**src/rtl/fd2e_bank.sv**
```systemverilog
// WIDTH x DEPTH register pipeline with async clear and a full-length scan chain, advanced by cp.
// Optional per-stage even parity with error injection is built when FD_BANK_PARITY_EN is defined.
module fd2e_bank #(
   parameter int WIDTH   = 8,
   parameter int DEPTH   = 1,
   parameter int CP_MODE = 0
) (
   input  logic             sys_clk,
   input  logic             cd,
   input  logic             cp,
   input  logic [WIDTH-1:0] d,
   input  logic             te,
   input  logic             ti,
`ifdef FD_BANK_PARITY_EN
   input  logic             pinj,
`endif
   output logic [WIDTH-1:0] q,
   output logic [WIDTH-1:0] qn,
   output logic             to
`ifdef FD_BANK_PARITY_EN
   ,
   output logic             perr
`endif
);

   localparam int NBITS = WIDTH * DEPTH;

   // Stage k occupies chain bits [k*WIDTH +: WIDTH]; the scan path is then a plain left shift.
   logic [NBITS-1:0] chain_q, chain_d;
   logic             cp_low_q, cp_low_d;
   logic             adv;

   // cp_low_q records "cp was low last cycle"; clearing it to 0 means a cp already high at
   // release does not count as a rising edge.
   always_comb begin
      cp_low_d = ~cp;
      if (CP_MODE == 0) begin
         adv = cp;
      end else begin
         adv = cp & cp_low_q;
      end
   end

   always_comb begin
      chain_d = chain_q;
      if (adv) begin
         if (te) begin
            chain_d    = chain_q << 1;
            chain_d[0] = ti;
         end else begin
            chain_d              = chain_q << WIDTH;
            chain_d[WIDTH-1:0]   = d;
         end
      end
   end

   always_ff @(posedge sys_clk or negedge cd) begin
      if (!cd) begin
         chain_q  <= '0;
         cp_low_q <= 1'b0;
      end else begin
         chain_q  <= chain_d;
         cp_low_q <= cp_low_d;
      end
   end

   assign q  = chain_q[NBITS-1 -: WIDTH];
   assign qn = ~chain_q[NBITS-1 -: WIDTH];
   assign to = chain_q[NBITS-1];

`ifdef FD_BANK_PARITY_EN
   logic [DEPTH-1:0] par_q, par_d;

   // Scan recomputes parity from the shifted data, so scanning can never raise perr.
   always_comb begin
      par_d = par_q;
      if (adv) begin
         if (te) begin
            for (int k = 0; k < DEPTH; k++) begin
               par_d[k] = ^chain_d[k*WIDTH +: WIDTH];
            end
         end else begin
            par_d    = par_q << 1;
            par_d[0] = (^d) ^ pinj;
         end
      end
   end

   always_ff @(posedge sys_clk or negedge cd) begin
      if (!cd) begin
         par_q <= '0;
      end else begin
         par_q <= par_d;
      end
   end

   assign perr = (^chain_q[NBITS-1 -: WIDTH]) ^ par_q[DEPTH-1];
`endif

endmodule

```
**config.mk**
```make
export PLATFORM = sky130hd
export DESIGN_NAME = fd2e_bank
export DESIGN_NICKNAME = d
export VERILOG_FILES = /design/src/rtl/fd2e_bank.sv
export SDC_FILE = /design/constraint.sdc
export NUM_CORES = 1
export LEC_CHECK = 0
export ABC_AREA = 1
export BUFFER_PORTS_ARGS = -buffer_cell sky130_fd_sc_hd__buf_4
export CORE_AREA = 4 4 41 43
export CTS_CLUSTER_DIAMETER = 30
export DETAILED_ROUTE_END_ITERATION = 7
export DIE_AREA = 0 0 45 47
export PLACE_DENSITY = 0.69
export SYNTH_ARGS = -nofsm -noshare
export SYNTH_HDL_FRONTEND = slang
export SYNTH_SLANG_ARGS = --single-unit
```
**constraint.sdc**
```tcl
create_clock -name sys_clk -period 0.8 [get_ports sys_clk]
set_input_delay 0.16 -clock sys_clk [delete_from_list [all_inputs] [get_ports sys_clk]]
set_output_delay 0.16 -clock sys_clk [all_outputs]
set_load 0.01 [all_outputs]
```
Word level (Yosys, flattened, before mapping)
Index checks and enable logic that the tools add are counted.

storage, ports and cells
  bits in registers = 8
  bits of input ports = 13
  output and inout bits = 17
  logic and storage cells = 3

operators by class
  multiplexer cells = 1
  bitwise operators = 1

operators with widths
  operator    count
  $mux W8     1
  $not A8 Y8  1

Logic depth before layout (Yosys ltp)
Gate-level depths: netlist of run 1.

  depth in word-level cells = 1
  depth in mapped cells = 5
  depth with buffers taken out = 4

Worst setup path before layout of run 1
OpenSTA, ideal clock, no wires.

  kind = reg2reg
  start = reg chain_q[0] (netlist: q[0])
  end = reg chain_q[1] (netlist: q[1])
  setup time = 0.117 ns
  data arrival time = 0.688 ns
  data required time = 0.683 ns
  slack = -0.005 ns
  cell stages (with the launch flop) = 5
  period minus slack after synthesis = 0.805 ns
  cell sequence = dfrtp_1 -> inv_1 -> nand2_1 -> nand3_1 -> nand2_1

between the ends
  longest elaborated chain between the ends = 1

RTL lines
  item                    line  text
  start, declared         29    logic [NBITS-1:0] chain_q, chain_d;
  start signal, assigned  62    chain_q <= chain_d;
  $mux W8                 47    if (te) begin

Every way passes these cells.
A chain may end at the register's enable or synchronous reset.

Worst setup path after layout of run 1
  start = reg chain_q[0] (netlist: q[0])
  end = out qn[0]

between the ends
  longest elaborated chain between the ends = 1

RTL lines
  item           line  text
  $not A8 Y8     68    assign qn = ~chain_q[NBITS-1 -: WIDTH];
  end, declared  18    output logic [WIDTH-1:0] qn,

Every way passes these cells.

==> flow_results.org, run 1 <==
** Synth
- Number of flip-flops and latches in the synthesized netlist :: 8
- Cell type with the largest total area after synthesis :: sky130_fd_sc_hd__dfrtp_1
- By instance count, the leading cell after synthesis is sky130_fd_sc_hd__nand2_1.
- List of most frequent post-synthesis cells :: sky130_fd_sc_hd__nand2_1 (29), sky130_fd_sc_hd__inv_1 (10), sky130_fd_sc_hd__dfrtp_1 (8), sky130_fd_sc_hd__inv_2 (8), sky130_fd_sc_hd__nand3_1 (8)
- Averaged over all synthesized cells, the footprint is slightly below 7 um^2.
- In this run, synthesis inferred 0 flip-flops with an integrated enable.
- Yosys printed 0 warnings.
- Area fraction of the dominant cell type after synthesis :: 42.6%
- In the synthesized netlist the async set-or-reset flop fraction comes to between 90% and 100%.
- Number of instances in the synthesized netlist :: 70
- After synthesis the cells add up to around 470 um^2.
- Of the synthesized area, sequential elements account for 42.6%.
- Synthesis produced a netlist with a net count of between 80 and 90.
- The number of different library cells used by synthesis comes to 9.
- Main flop type after synthesis :: sky130_fd_sc_hd__dfrtp_1
- Top post-synthesis cells by area :: sky130_fd_sc_hd__dfrtp_1 (43%), sky130_fd_sc_hd__nand2_1 (23%), sky130_fd_sc_hd__nand3_1 (8.5%)

** Timing
- Timing would allow up to 0.998 GHz.
- Worst clock skew :: 0.000161 ns
- Crit share post-route :: 125%
- Final count of pins violating max slew :: 0
- Number of failing hold endpoints at the final stage :: 0
- After layout, the worst setup slack is -0.202 ns.
- For the final routed database, the setup TNS stands at -3.33 ns.
- At the pin with the least slew margin, the transition time is about 0.16 ns.
- Minimum period implied by the final worst setup slack :: about 1.0 ns
- The worst pin sits at a relative slew slack of roughly 90%.
- Setup violations remaining at the end of the flow were counted as 23.
- Setup repair after global routing missed its margin :: yes

** Final layout
- The repair_antennas step left the layout with diodes totalling 0.
- Multi-input gate area :: about 190 um^2
- Layout cells sized above 1 :: between 60% and 70%
- Cell Count, Final, Fillers Out :: around 130
- Area growth from synthesis to layout :: 85.1%
- The final layout contains 125 nets.
- In the final layout, flip-flops and latches occupy roughly 200 um^2.
- The layout has 133 filler cells.
- The register with the most flip-flops in the layout has 8 of them.

** Worst setup path
- Worst Path Arrival :: approximately 0.84 ns
- Path depth of the worst reg2reg path :: 6
- In this run the worst setup path begins at q[0].
- STA classifies the critical path endpoint as a primary output.
- Critical setup path kind :: flip-flop to primary output
- Termination of the worst setup path :: qn[0]
- Highest net fanout along the worst path :: 3
- Required arrival time at the worst endpoint :: about 0.64 ns
- Register-to-Register Setup Slack :: -0.13 ns
- In this run the critical register-to-register path is launched from q[1].
- Worst R2R End :: q[2]
- The worst setup path is launched from a flip-flop.

** Place
- Cell total after placement :: ~110
- Port bufs :: 29
- Global placement routability congestion :: slightly below 0.7
- Estimated wirelength of the detail-placed design :: between 900 and 1000 um

** Floorplanning
- Top-level I/O count :: 30
- Horizontal die dimension :: roughly 45 um
- In this run the standard cell core region covers 0.00130 mm^2.
- The initial utilization of the core area, before any placement, comes to a little over a third.
- Std cell rows :: 13
- Overall die area :: roughly 0.0021 mm^2
- In this run the vertical extent of the chip is between 40 and 50 um.

** Clock tree
- The longest clock path from root to sink contains 2 buffers.
- CTS built an H-tree with a depth of 1.
- Clock-pin slew was measured on the worst setup and hold paths at ~0.050 ns.
- The number of clock buffers added by TritonCTS is 3.
- TritonCTS sink count :: 8
- Clock tree from TritonCTS :: done
- Cell at the root of the clock tree :: sky130_fd_sc_hd__clkbuf_4
- Clock latency on the worst-skew pair, taken at its later pin, is ~0.25 ns.

** Drt
- Detailed-route vias per instance :: 4.65
- For this run, design rule violations remaining after detail routing come to 0.
- The detail route stage leaves a number of antenna-violating nets equal to 0.
- In the final routed layout, each cell accounts on average for roughly 11 um.
- Drt pass-1 iters :: 4
- Vias after detailed routing :: roughly 580
- Number of DRC markers in iteration 0 :: 5
- Wire length reported by the detailed router :: 1430 um

** GRT
- The number of antenna violations at the first check in global routing is 0.
- The via count of the first global-routing pass was 570.
- The first global-routing pass estimated between 2000 and 2500 um of wire.
- Entering global routing, the biggest net connects 10 pins.
- After global routing the overflow that remains totals 0.
- Global routing usage summed across all routing layers :: roughly 16%

** Power and ir drop
- For this design the static power due to leakage is approximately 0.00051 uW.
- Power density of the placed cells :: about 1600 mW/mm^2
- Maximum vdd drop :: between 800 and 900 uV
- The completed layout was analyzed and its total power is 1410 uW.

** Run status
- The final reports fail on setup timing.
- The flow ran to the end, but the final reports show violations.

** Flow run
- MaxCap Viol Count :: 0

** Hold path
- The min-delay analysis places its worst path in the category input port to flip-flop.
-- kinds of logic (layout without fill, tap and decap cells) --
| group | count (synthesis) | count (layout) | share of synthesized area [%] |
|---|---|---|---|
| and+or+nand+nor | 40 | 40 | 35.6 |
| buffers and inverters | 22 | 62 | 21.8 |
| DFF | 8 | 8 | 42.6 |
-- layout by cell type (no fill, tap or decap) --
| cell type | count |
|---|---|
| sky130_fd_sc_hd__buf_6 | 16 |
| sky130_fd_sc_hd__inv_1 | 3 |
| sky130_fd_sc_hd__buf_4 | 23 |
| sky130_fd_sc_hd__inv_2 | 15 |
| sky130_fd_sc_hd__inv_6 | 1 |
| sky130_fd_sc_hd__nand2_2 | 6 |
| sky130_fd_sc_hd__dfrtp_1 | 8 |
| sky130_fd_sc_hd__dlygate4sd3_1 | 1 |
| sky130_fd_sc_hd__nand2_1 | 26 |
| sky130_fd_sc_hd__nand3_2 | 3 |
| sky130_fd_sc_hd__clkbuf_4 | 3 |
| sky130_fd_sc_hd__nand3_1 | 5 |
-- through the flow --
step / utilization [%] / area [um^2] / setup WS [ns] / hold WS [ns]
after global placement: 52.3 / 681 / 0.0638 / -0.0149
after CTS: 62.6 / 815 / -0.197 / 0.197
final: 66.9 / 871 / -0.202 / 0.205
after global routing: 66.9 / 871 / -0.248 / 0.218
after floorplan: - / 470 / 0.0287 / -0.136
after detailed placement: 52.3 / 681 / 0.0435 / -0.0132
-- where the power goes --
group,internal [uW],leakage (uW),switching [uW]
logic,347,0.000403,249
registers,454,0.0000965,52.2
clock network,172,0.0000138,136
-- cell type report --
type	instances	area share [%]
multi-input combinational	40	21.8
tap	15	2.16
sequential	8	23.0
timing repair buffer	40	41.7
clock buffer	3	2.59
inverter	19	8.76
-- repair_timing --
action | CTS | global route
pin swaps | 3 | 8
setup endpoints to repair | 17 | 23
hold endpoints to repair | 8 | 0
buffers inserted | 8 | 4
gates resized for setup | 11 | 11
hold buffers | 1 | 0
-- metal layers --
layer | up-vias | share of wire [%] | global-route usage, % | routed length, um
met4 | 0 | 0.63 | 7.02 | 9
li1 | 282 | - | - | -
met1 | 275 | 38 | 17.5 | 540
met5 | - | 0 | 0 | 0
met3 | 2 | 9.4 | 6.13 | 134
met2 | 22 | 52 | 27.7 | 743
-- worst min path at each step --
stage | startpoint | endpoint | slack [ns] | cells after the start
finish | d[0] | q[0] | 0.20 | 5
global route | d[0] | q[0] | 0.22 | 5
CTS | d[7] | q[7] | 0.20 | 5
detailed placement | cd | q[1] | -0.01 | 1
global placement | cd | q[1] | -0.01 | 1
floorplan | cd | q[0] | -0.14 | 0
-- worst max-delay path, cell delays in order, from the launching register on --
cell	delay, ns
sky130_fd_sc_hd__dfrtp_1	0.41
sky130_fd_sc_hd__inv_2	0.08
sky130_fd_sc_hd__buf_6	0.10
No activity file was read; power rests on OpenSTA's default activity.
==> inputs of run 2 (changes only) <==
==> config.mk (replaced) <==
export PLATFORM = sky130hd
export DESIGN_NAME = fd2e_bank
export DESIGN_NICKNAME = d
export VERILOG_FILES = /design/src/rtl/fd2e_bank.sv
export SDC_FILE = /design/constraint.sdc
export NUM_CORES = 1
export LEC_CHECK = 0
export BUFFER_PORTS_ARGS = -buffer_cell sky130_fd_sc_hd__buf_4
export CORE_AREA = 4 4 41 43
export DETAILED_ROUTE_END_ITERATION = 7
export DIE_AREA = 0 0 45 47
export PLACE_DENSITY = 0.65
export SYNTH_ARGS = -nofsm -noshare
export SYNTH_HDL_FRONTEND = slang
export SYNTH_SLANG_ARGS = --single-unit
==> run 2 against run 1 <==
The flow still finishes with violations (setup timing). Die area is the same. Total power grew 0.77%. Clock power is essentially flat. Clock-buffer cell count is the same. Non-clock buffer count shrank 1. Fmax is essentially flat. Global-route usage shrank 4.0 points. Cell count shrank 22%. Area after synthesis shrank 11%. Setup slack is essentially flat. Sequential power grew 3%. Cell area shrank 6.3%.
==> flow_results.org, run 2 <==
** Run status
- The flow ran to the end, but the final reports show violations.
- Violations in the final reports :: setup timing

** Worst setup path
- Worst Path Arrival :: roughly 0.84 ns
- Highest net fanout along the worst path :: 3
- CP max stage delay :: approximately 0.42 ns
- STA classifies the critical path endpoint as a primary output.
- Broken down by cell family, the worst path's largest delay share belongs to flip-flops.
- For the worst flop-to-flop path, the logic depth is 3.
- R2R Path Start :: q[4]
- The endpoint identified for the worst register-to-register timing path is q[5].
- Critical setup path kind :: flip-flop to primary output
- Required arrival time at the worst endpoint :: roughly 0.64 ns
- Slowest cell on the critical path :: sky130_fd_sc_hd__dfrtp_1
- Register-to-Register Setup Slack :: -0.10 ns
- Worst-path cell chain :: inv_2 > buf_6
- The number of buffers and inverters on the critical path is 2.
- The worst setup path is launched from a flip-flop.

** Synth
- Synthesis produced a netlist with a net count of 57.
- The synthesized design contains 8 register bits.
- Counting flops with a built-in enable in the synthesized netlist gives 0.
- Asr flop ratio synth :: 100%
- Dividing the synthesized area by the synthesized cell count gives between 9 and 10 um^2.
- List of most frequent post-synthesis cells :: sky130_fd_sc_hd__a21oi_1 (8), sky130_fd_sc_hd__dfrtp_1 (8), sky130_fd_sc_hd__inv_1 (8), sky130_fd_sc_hd__mux2i_1 (8), sky130_fd_sc_hd__nor2_1 (6)
- Top post-synthesis cells by area :: sky130_fd_sc_hd__dfrtp_1 (48%), sky130_fd_sc_hd__mux2i_1 (19%), sky130_fd_sc_hd__a21oi_1 (9.5%)
- Area fraction of the dominant cell type after synthesis :: roughly 48%
- Synthesis instantiated 9 different standard cells from the library.
- In this run the cell area of the synthesized design comes to approximately 420 um^2.
- Number of synthesis warnings :: 0
- Number of instances in the synthesized netlist :: 44
- For this run, the leading register cell type out of synthesis is sky130_fd_sc_hd__dfrtp_1.
- The largest total area in the synthesized netlist belongs to sky130_fd_sc_hd__dfrtp_1.
- The share of the Yosys chip area taken by registers is between 40% and 50%.

** GRT
- Maximum number of pins on one net before global-route repair :: 17
- Residual overflow from global routing :: 0
- Antenna violations before repair :: 0
- In the global route stage, overall resource usage came out at between 10% and 20%.
- The first global-routing pass estimated 1730 um of wire.
- Via count of the first global-routing pass :: 408

** Drt
- Average wire length per cell after detail routing :: ~11 um
- Number of DRC markers in iteration 0 :: 5
- Vias after detailed routing :: 423
- Using the TritonRoute via totals, the vias-per-cell ratio works out to about 4.4.
- In this run the remaining antenna-violating nets after routing total 0.
- The final layout contains routed wiring with a total length of 1090 um.
- DRC :: 0
- The first detailed-routing pass ran for 2 iterations.

** Timing
- Setup repair after global routing missed its margin :: yes
- Worst-case setup margin in the final layout :: -0.202 ns
- Of the available clock period, the critical path in the final layout requires 125%.
- In this run the tightest slew margin relative to its limit is ~86%.
- After layout, the minimum clock period comes to around 1.0 ns.
- Worst clock skew :: 0.000257 ns
- Setup violations remaining at the end of the flow were counted as 24.
- Post-Route Setup TNS :: -3.51 ns
- The final hold violation count came to 0.
- The final number of max-transition violations was 0.
- At the pin with the least slew margin, the transition time is 0.204 ns.
- Highest clock rate :: between 0.9 and 1 GHz

** Hold path
- HP Class :: input port to flip-flop
- Hold endpoint :: q[4]
- The startpoint identified for the worst hold timing path is d[4].
- Cell count of the worst hold path :: 3

** Final layout
- The register with the most flip-flops in the layout has 8 of them.
- Commonest cells after routing, fill and taps aside :: sky130_fd_sc_hd__buf_6 (22), sky130_fd_sc_hd__buf_4 (16), sky130_fd_sc_hd__mux2i_1 (8), sky130_fd_sc_hd__dfrtp_1 (8), sky130_fd_sc_hd__a21oi_1 (7)
- Relative to the synthesized area, the layout overhead comes to 94.0%.
- Once layout is complete, the utilization of the core stands at between 60 and 70%.
- Diode insertion count for antenna repair :: 0
- The library cell used most frequently in the layout, excluding fill and tap cells, is sky130_fd_sc_hd__buf_6.
- Layout cells sized above 1 :: 58.5%
- The count of cells in the finished layout, fillers not included, comes to 97.
- The final layout contains 97 nets.

** Clock tree
- Clock input transition at the sequential cells of the worst setup and hold paths :: roughly 0.050 ns
- CTS H-tree depth :: 1
- Cell at the root of the clock tree :: sky130_fd_sc_hd__clkbuf_4
- Clock tree from TritonCTS :: done
- Counting along the longest clock path gives a buffer depth of 2.
- Counting the buffers created by CTS gives 3.
- Clock latency on the worst-skew pair, taken at its later pin, is approximately 0.25 ns.
- For this design, the sink count on the clock tree is 8.

** Place
- Global placement routability congestion :: about 0.65
- OpenSTA, run right after detailed placement, puts the worst setup slack at roughly 0.011 ns.
- Input and output buffers added on the ports amount to 29.
- After legalization and detailed placement, the total HPWL measured between 700 and 800 um.
- The number of placed instances, taps included, is 84.

** Power and ir drop
- The analysis attributes to cell leakage a power of 0.000437 uW.
- Power density of the placed cells :: approximately 1700 mW/mm^2
- Final Total Pwr :: around 1400 uW
- Maximum vdd drop :: about 900 uV

** Floorplanning
- From bottom edge to top edge, the die measures ~47 um.
- Starting Density :: between 30% and 40%
- Std cell rows :: 13
- Pin placement for this block handled 30 I/O pins.
- The die is 45 um wide.
- The floorplan step defined a die boundary enclosing 0.00212 mm^2.
- The total area inside the core boundary comes to 0.00130 mm^2.

** Flow run
- MaxCap Viol Count :: 0
-- run 2: cell count changes after synthesis, moves of 2 or more --
cell / before / now
sky130_fd_sc_hd__nand2_1: 29 / 0
sky130_fd_sc_hd__a21oi_1: 0 / 8
sky130_fd_sc_hd__inv_2: 8 / 0
sky130_fd_sc_hd__nor2_2: 0 / 2
sky130_fd_sc_hd__nand3_1: 8 / 0
sky130_fd_sc_hd__mux2i_1: 0 / 8
sky130_fd_sc_hd__nor2_1: 0 / 6
sky130_fd_sc_hd__nand2_2: 3 / 0
sky130_fd_sc_hd__inv_1: 10 / 8
-- run 2: kinds of logic (layout without fill, tap and decap cells) --
group	after synthesis	count (layout)	share of synthesized area (%)
compound gates	8	8	9.52
buf+inv	12	50	15.5
flops	8	8	47.6
mux	8	8	19.0
simple gates	8	8	8.33
-- run 2: area by class of cell --
type	count	area, um^2
timing repair buffer	39	378
sequential	8	200
clock buffer	3	22.5
tap	15	18.8
fill	124	485
inverter	8	30.0
multi-input combinational	24	166
-- run 2: power by group --
group          total, uW  switching [uW]  internal (uW)
Combinational        592             216            376
Clock                308             137            172
Sequential           519            62.9            456
Total               1420             416           1000
-- run 2: per-stage QoR --
step | cell area [um^2] | hold WS, ns
after floorplan | 420 | -0.136
after global placement | 622 | -0.0166
after detailed placement | 622 | -0.0171
after CTS | 732 | 0.189
after global routing | 816 | 0.193
final | 816 | 0.183
-- run 2: worst max path at each step --
stage / from / to / slack (ns) / cells past startpoint
5_1_grt: q[7] / qn[7] / -0.25 / 2
4_1_cts: q[5] / qn[5] / -0.20 / 2
6_report: q[4] / qn[4] / -0.20 / 2
2_1_floorplan: q[3] / q[4] / 0.05 / 2
3_5_place_dp: te / q[0] / 0.01 / 3
3_3_place_gp: te / q[3] / 0.05 / 3
-- run 2: routing by layer --
layer | track usage [%] | share of wire [%]
met1 | 13.6 | 40
met2 | 17.8 | 44
met3 | 5.36 | 15
met4 | 8.77 | 1.8
met5 | 0 | 0
-- run 2: tightest hold or removal path: stages --
cell,delay (ns)
sky130_fd_sc_hd__buf_4,0.07
sky130_fd_sc_hd__mux2i_1,0.05
sky130_fd_sc_hd__a21oi_1,0.11
-- run 2: what timing repair did --
item | CTS | global route
pin swaps | 6 | 7
cloned | 0 | 0
buffers inserted | 7 | 2
hold buffers | 1 | 0
gates resized for setup | 7 | 21
setup endpoints to repair | 17 | 25
hold endpoints to repair | 8 | 0
